--- src/rtl/power_activity_monitor.sv ---
// Activity monitor for a gated compute domain: drops activity after a quiet
// window, tracks the power manager's clock-enable, and sequences wake-up.
module power_activity_monitor #(
    parameter int IDLE_CYCLES = 64,
    parameter int WAKE_CYCLES = 4,
    parameter int SLEEP_CNT_W = 16
) (
    input  logic                   clk,
    input  logic                   rst,
    input  logic                   req_valid_i,
    input  logic                   busy_i,
    input  logic                   clk_en_i,
    output logic                   req_ready_o,
    output logic                   activity_o,
    output logic                   wake_pending_o,
    output logic [2:0]             state_o,
    output logic [SLEEP_CNT_W-1:0] sleep_cnt_o
);

    localparam int IW = $clog2(IDLE_CYCLES + 1);
    localparam int WW = $clog2(WAKE_CYCLES + 1);
    localparam logic [IW-1:0] IDLE_LAST = IW'(IDLE_CYCLES - 1);
    localparam logic [WW-1:0] WAKE_LAST = WW'(WAKE_CYCLES - 1);

    localparam logic [2:0] ST_ACTIVE    = 3'd0;
    localparam logic [2:0] ST_COUNTDOWN = 3'd1;
    localparam logic [2:0] ST_SLEEP_REQ = 3'd2;
    localparam logic [2:0] ST_SLEEP     = 3'd3;
    localparam logic [2:0] ST_WAKE      = 3'd4;

    // Request handshake: a request transfers on a cycle where req_valid_i and
    // req_ready_o are both high; ready never depends on valid.
    logic [2:0]    state_q, state_d;
    logic [IW-1:0] idle_q, idle_d;
    logic [WW-1:0] wake_q, wake_d;
    logic          sleep_inc;
    logic          activity_d, wake_pending_d;
    logic          quiet;

    assign quiet = !req_valid_i && !busy_i;

    always_ff @(posedge clk) begin
        if (rst) begin
            state_q        <= ST_ACTIVE;
            idle_q         <= '0;
            wake_q         <= '0;
            activity_o     <= 1'b1;
            wake_pending_o <= 1'b0;
            sleep_cnt_o    <= '0;
        end else begin
            state_q        <= state_d;
            idle_q         <= idle_d;
            wake_q         <= wake_d;
            activity_o     <= activity_d;
            wake_pending_o <= wake_pending_d;
            if (sleep_inc && (sleep_cnt_o != '1)) begin
                sleep_cnt_o <= sleep_cnt_o + 1'b1;
            end
        end
    end

    always_comb begin
        state_d   = state_q;
        idle_d    = idle_q;
        wake_d    = wake_q;
        sleep_inc = 1'b0;
        case (state_q)
            ST_ACTIVE: begin
                idle_d = '0;
                if (quiet) begin
                    state_d = ST_COUNTDOWN;
                    idle_d  = IW'(1);
                end
            end
            ST_COUNTDOWN: begin
                if (!quiet) begin
                    state_d = ST_ACTIVE;
                    idle_d  = '0;
                end else if (idle_q == IDLE_LAST) begin
                    state_d = ST_SLEEP_REQ;
                    idle_d  = '0;
                end else begin
                    idle_d = idle_q + 1'b1;
                end
            end
            ST_SLEEP_REQ: begin
                idle_d = '0;
                // Abort only while the clock still runs; once it is off a
                // request has to go through the wake sequence.
                if ((req_valid_i || busy_i) && clk_en_i) begin
                    state_d = ST_ACTIVE;
                end else if (req_valid_i) begin
                    state_d = ST_WAKE;
                end else if (!clk_en_i) begin
                    state_d   = ST_SLEEP;
                    sleep_inc = 1'b1;
                end
            end
            ST_SLEEP: begin
                if (req_valid_i) begin
                    state_d = ST_WAKE;
                end
            end
            ST_WAKE: begin
                if (!clk_en_i) begin
                    wake_d = '0;
                end else if (wake_q == WAKE_LAST) begin
                    state_d = ST_ACTIVE;
                    wake_d  = '0;
                end else begin
                    wake_d = wake_q + 1'b1;
                end
            end
            default: begin
                state_d = ST_ACTIVE;
                idle_d  = '0;
                wake_d  = '0;
            end
        endcase
    end

    // Registered flags follow the state being entered on this edge.
    always_comb begin
        activity_d     = (state_d == ST_ACTIVE) || (state_d == ST_COUNTDOWN) ||
                         (state_d == ST_WAKE);
        wake_pending_d = (state_d == ST_WAKE);
    end

    assign req_ready_o = clk_en_i && ((state_q == ST_ACTIVE) || (state_q == ST_COUNTDOWN));
    assign state_o     = state_q;

endmodule

--- config.mk ---
export PLATFORM = sky130hd
export DESIGN_NAME = power_activity_monitor
export DESIGN_NICKNAME = d
export VERILOG_FILES = /design/src/rtl/power_activity_monitor.sv
export SDC_FILE = /design/constraint.sdc
export NUM_CORES = 1
export LEC_CHECK = 0
export CAP_MARGIN = 5
export CORE_MARGIN = 4
export CORE_UTILIZATION = 30
export DETAILED_ROUTE_END_ITERATION = 7
export PLACE_DENSITY = 0.55
export SKIP_CTS_REPAIR_TIMING = 1
export SLEW_MARGIN = 20
export SYNTH_ARGS = -nofsm -noshare
export SYNTH_HDL_FRONTEND = slang
export SYNTH_SLANG_ARGS = --single-unit
--- constraint.sdc ---
create_clock -name clk -period 2.6 [get_ports clk]
set_input_delay 0.78 -clock clk [delete_from_list [all_inputs] [get_ports clk]]
set_output_delay 0.78 -clock clk [all_outputs]
set_load 0.01 [all_outputs]
==> results_dict.tcl, run 1 <==
set metrics [dict create \
    core_area_mm2 0.00514 \
    maxCapViolations 0 \
    use_met2_pct 20.1 \
    clk_pin_slew_ns 0.06 \
    final-seq-area_um2 621 \
    critPathLaunchType "input port" \
    layout_common_cells "dfxtp_1 (31), clkdlybuf4s50_1 (25), a21oi_1 (21)" \
    grt_util_met1_pct 15.8 \
    row_count 26 \
    synth_warnings 0 \
    hold_ws_ns 0.434 \
    grt_pass1_vias 1431 \
    drive_above_1_share_pct 10.1 \
    yosysSeqAreaShare_pct 38.9 \
    p_leak_nw 0.727 \
    synth.cell_area_mm2 0.00160 \
    antenna_cells 0 \
    hold_violations 0 \
    io_pins 27 \
    grt_pass1_wl_um 6510 \
    synth_edf_count 0 \
    antenna_found_initial 0 \
    skew_ns 0.00816 \
    slew_headroom_pct 46.2 \
    clk_latency_ns 0.29 \
    syn_inst 193 \
    tightest_slew_ns 0.801 \
    grtUsageMet3_pct 3.44 \
    fin_crit_sh_pct 91.9 \
    period_needed_ns 2.39 \
    die_h_um 81.0 \
    syn-num-nets 201 \
    outcome "completed" \
    cts-buffers-inserted 5 \
    gr-total-overflow 0 \
    cts_tree "done" \
    root_buffer "clkbuf_8" \
    route.detailed.drc 0 \
    hp-class "reg2reg" \
    hpwl_um 2710 \
    pre_cts_ws_ns -0.168 \
    rr_startpoint "sleep_cnt_o[0]" \
    hold_start "idle_q[6]" \
    grt_usage_pct 12.7 \
    wl_per_cell_um 12.8 \
    ant_nets 0 \
    syn2layout_area_growth_pct 30.0 \
    syn_avg_cell_area_um2 8.27 \
    multi_input_area_um2 912 \
    routabilityCongestion 0.803 \
    critPathLaunch "clk_en_i" \
    dieWidth_um 81.0 \
    power_density_mw_per_mm2 439 \
    crit_fanout 2 \
    via_per_inst 5.15 \
    synth-main-ff-cell "dfxtp_1" \
    wirelength_um 3820 \
    rsz0062_at_grt "false" \
    power_mw 0.910 \
    start_util_pct 31.1 \
    dr.pass1.iters 4 \
    max_freq_ghz 0.418 \
    cts_sinks 31 \
    crit_arrival_ns 1.61 \
    reg2reg_depth 5 \
    path_class "in2out" \
    finalSetupViolations 0 \
    final_common_cell "dfxtp_1" \
    fillerInstances 557 \
    vias 1534 \
    yosys_register_bits 31 \
    top_usage_layer "met2" \
    endpoint_kind "output pin" \
    grt_max_degree 26 \
    ir_worst_vdd_mv 0.269 \
    cts_buffer_depth 2 \
    required_ns 1.82 \
    tns_ns 0 \
    drt_first_iter_violations 79 \
    fin_nets 236 \
    worstHoldPathCells 2 \
    synth_cell_types 41 \
    slew_viol_final 0 \
    synth-async-reset-ratio_pct 0 \
    htree_num_levels 2 \
    io_buffers 26 \
    setup_ws_ns 0.210 \
    fp.dieArea_mm2 0.00655 \
]
## critical path, stage by stage
cell,delay [ns]
clkdlybuf4s50_1,0.47
inv_1,0.05
nor3_1,0.12
dlymetal6s2s_1,0.18
## report_power, final
| part | internal [mW] | switching (mW) | total, mW |
|---|---|---|---|
| Sequential | 0.477 | 0.00195 | 0.479 |
| Clock | 0.207 | 0.180 | 0.387 |
| Combinational | 0.0205 | 0.0238 | 0.0442 |
## kinds of logic after synthesis
group / count (synthesis) / share of synthesized area [%]
AO/OA/AOI/OAI: 49 / 18.6
XOR/XNOR: 2 / 1.10
adder cells (fa/ha/maj): 3 / 2.35
buffers and inverters: 15 / 4.00
flip-flops: 31 / 38.9
multiplexers: 1 / 0.705
AND/OR/NAND/NOR: 92 / 34.4
## layer usage
metal,wire (um),vias up
li1,-,789
met1,1850,703
met2,1730,34
met3,161,8
met4,74,0
met5,0,-
## cells in the mapped netlist, drive strengths merged, types with 3 or more instances
cell type	number	area (um2)
or4	7	52.6
and4	3	26.3
dfxtp	31	621
nand3	11	55.1
nand2	13	48.8
ha	3	37.5
nor3	4	20.0
nand4	9	62.6
a21oi	21	105
clkbuf	8	30.0
and2	3	18.8
o31ai	6	45.0
nor4	3	18.8
nor2	12	52.6
o21ai	10	50.1
and3	3	18.8
inv	6	22.5
nor2b	5	31.3
or3	8	50.1
## through the flow
stage	std cells	instance area [um2]	util [%]
detailed placement	291	1990	38.6
global placement	291	1990	38.6
CTS	298	2070	40.3
floorplan	193	1600	-
global route	298	2080	40.4
finish	298	2080	40.4
## registers in the layout (all words and copies together), names as in the netlist
name            flops
wake_pending_o      1
sleep_cnt_o        16
idle_q              7
activity_o          1
wake_q              3
state_o             3
## final timing paths
path | end | slack (ns)
setup / recovery | req_ready_o | 0.21
hold / removal | idle_q[6] | 0.43
setup reg to reg | sleep_cnt_o[13] | 0.74
hold reg to reg | idle_q[6] | 0.43
## final cells by class
class / instances / area share, %
Clock buffer: 6 / 3.98
Clock inverter: 1 / 0.241
Inverter: 6 / 1.08
Multi-Input combinational cell: 147 / 43.9
Sequential cell: 31 / 29.9
Tap cell: 70 / 4.22
Timing Repair Buffer: 37 / 16.6
Power figures use the tool's default switching activity.
==> run 2, diff against run 1 <==
CORE_MARGIN = not set   (was 4)
==> results_dict.tcl, run 2 (same netlist as run 1, synthesis figures left out) <==
set metrics [dict create \
    slew_viol_final 0 \
    core_area_mm2 0.00511 \
    met3_length_um 107 \
    syn2layout_area_growth_pct 30.1 \
    power_density_mw_per_mm2 432 \
    hp-class "reg2reg" \
    crit_fanout 2 \
    hold_ws_ns 0.431 \
    row_count 26 \
    critPathLaunch "clk_en_i" \
    endpoint "req_ready_o" \
    ant_nets 0 \
    antenna_found_initial 0 \
    hold_violations 0 \
    drt_first_iter_violations 68 \
    crit_arrival_ns 1.59 \
    period_needed_ns 2.37 \
    final_common_cell "dfxtp_1" \
    power_mw 0.897 \
    timing.rr.end "sleep_cnt_o[15]" \
    skew_ns 0.00495 \
    rsz0062_at_grt "false" \
    fillerInstances 557 \
    rrSetupSlack_ns 0.68 \
    die_h_um 75.0 \
    critPathLaunchType "input port" \
    route.detailed.drc 0 \
    grt_max_degree 26 \
    dieWidth_um 75.0 \
    reg2reg_depth 4 \
    max_flop_register "sleep_cnt_o" \
    cts_tree "done" \
    tns_ns 0 \
    path_class "in2out" \
    gr-total-overflow 0 \
    cts_buffer_depth 2 \
    max_freq_ghz 0.421 \
    drive_above_1_share_pct 10.5 \
    io_pins 27 \
    fp.dieArea_mm2 0.00562 \
    slew_headroom_pct 45.9 \
    clk_pin_slew_ns 0.07 \
    top_layer "met4" \
    clk_latency_ns 0.28 \
    ir_worst_vdd_mv 0.211 \
    grt_pass1_wl_um 6060 \
    p_leak_nw 0.718 \
    fin_crit_sh_pct 91.3 \
    largest_registers "sleep_cnt_o x16, idle_q x7" \
    io_buffers 26 \
    cts-buffers-inserted 5 \
    hpwl_um 2640 \
    wl_met1_um 1970 \
    rr_startpoint "state_o[1]" \
    tightest_slew_ns 0.804 \
    via_per_inst 5.12 \
    htree_num_levels 2 \
    grt_usage_pct 14.1 \
    fin_nets 236 \
    root_buffer "clkbuf_8" \
    outcome "completed" \
    largest_reg_flops 16 \
    fin_util_pct 40.7 \
    dr.pass1.iters 4 \
    vias 1532 \
    grt_pass1_vias 1322 \
    slowest_delay_ns 0.47 \
    start_util_pct 31.3 \
    endpoint_kind "output pin" \
    maxCapViolations 0 \
    crit_chain "clkdlybuf4s50_1 -> inv_1 -> nor3_1 -> dlymetal6s2s_1" \
    cts_sinks 31 \
    wirelength_um 3760 \
    finalSetupViolations 0 \
    wl_per_cell_um 12.6 \
    layout_common_cells "dfxtp_1 (31), clkdlybuf4s50_1 (25), a21oi_1 (21)" \
    antenna_cells 0 \
    routabilityCongestion 0.755 \
    wl_met2_um 1640 \
    cpMaxStageDelayCell "clkdlybuf4s50_1" \
    required_ns 1.82 \
]
-- run 2: cell count changes in the layout (fill, tap and decap cells not counted), sizes merged --
cell,before,now
clkbuf,6,5
clkinvlp,0,2
-- run 2: area by class of cell --
cell class | instances | area [um2] | share of cell area (%)
well taps | 70 | 87.6 | 4.22
repair buffers | 37 | 345 | 16.6
flip-flops and latches | 31 | 621 | 29.9
multi-input cells | 147 | 912 | 43.9
inverters | 6 | 22.5 | 1.08
clock inverters | 3 | 20.0 | 0.964
clock buffers | 5 | 68.8 | 3.31
-- run 2: worst min-delay path by stage --
stage,startpoint,end,slack [ns],cells past startpoint
final,idle_q[6],idle_q[6],0.43,2
after CTS,idle_q[6],idle_q[6],0.43,2
after global routing,idle_q[6],idle_q[6],0.45,2
after detailed placement,idle_q[6],idle_q[6],0.42,2
after global placement,idle_q[6],idle_q[6],0.42,2
after floorplan,idle_q[6],idle_q[6],0.41,2
-- run 2: per-layer routing --
layer / up-vias / GRT usage (%)
li1: 794 / -
met1: 714 / 19.6
met2: 20 / 21.2
met3: 4 / 3.61
met4: 0 / 5.03
met5: - / 0
-- run 2: critical path, delay by kind of cell --
kind                   cells  cell delay (ns)
and+or+nand+nor            1             0.11
buffers and inverters      3             0.70
-- run 2: metrics by stage --
step           worst slack (ns)  area [um2]  std cells
2_1_floorplan             0.596        1600        193
3_3_place_gp             -0.159        1990        291
3_5_place_dp             -0.177        1990        291
4_1_cts                  -0.179        2070        299
5_1_grt                  0.0816        2080        299
6_report                  0.226        2080        299
-- run 2: power breakdown --
group	switching [mW]	leakage, nW	internal (mW)
combinational	0.0216	0.428	0.0194
sequential	0.00362	0.250	0.477
clock	0.190	0.0402	0.186
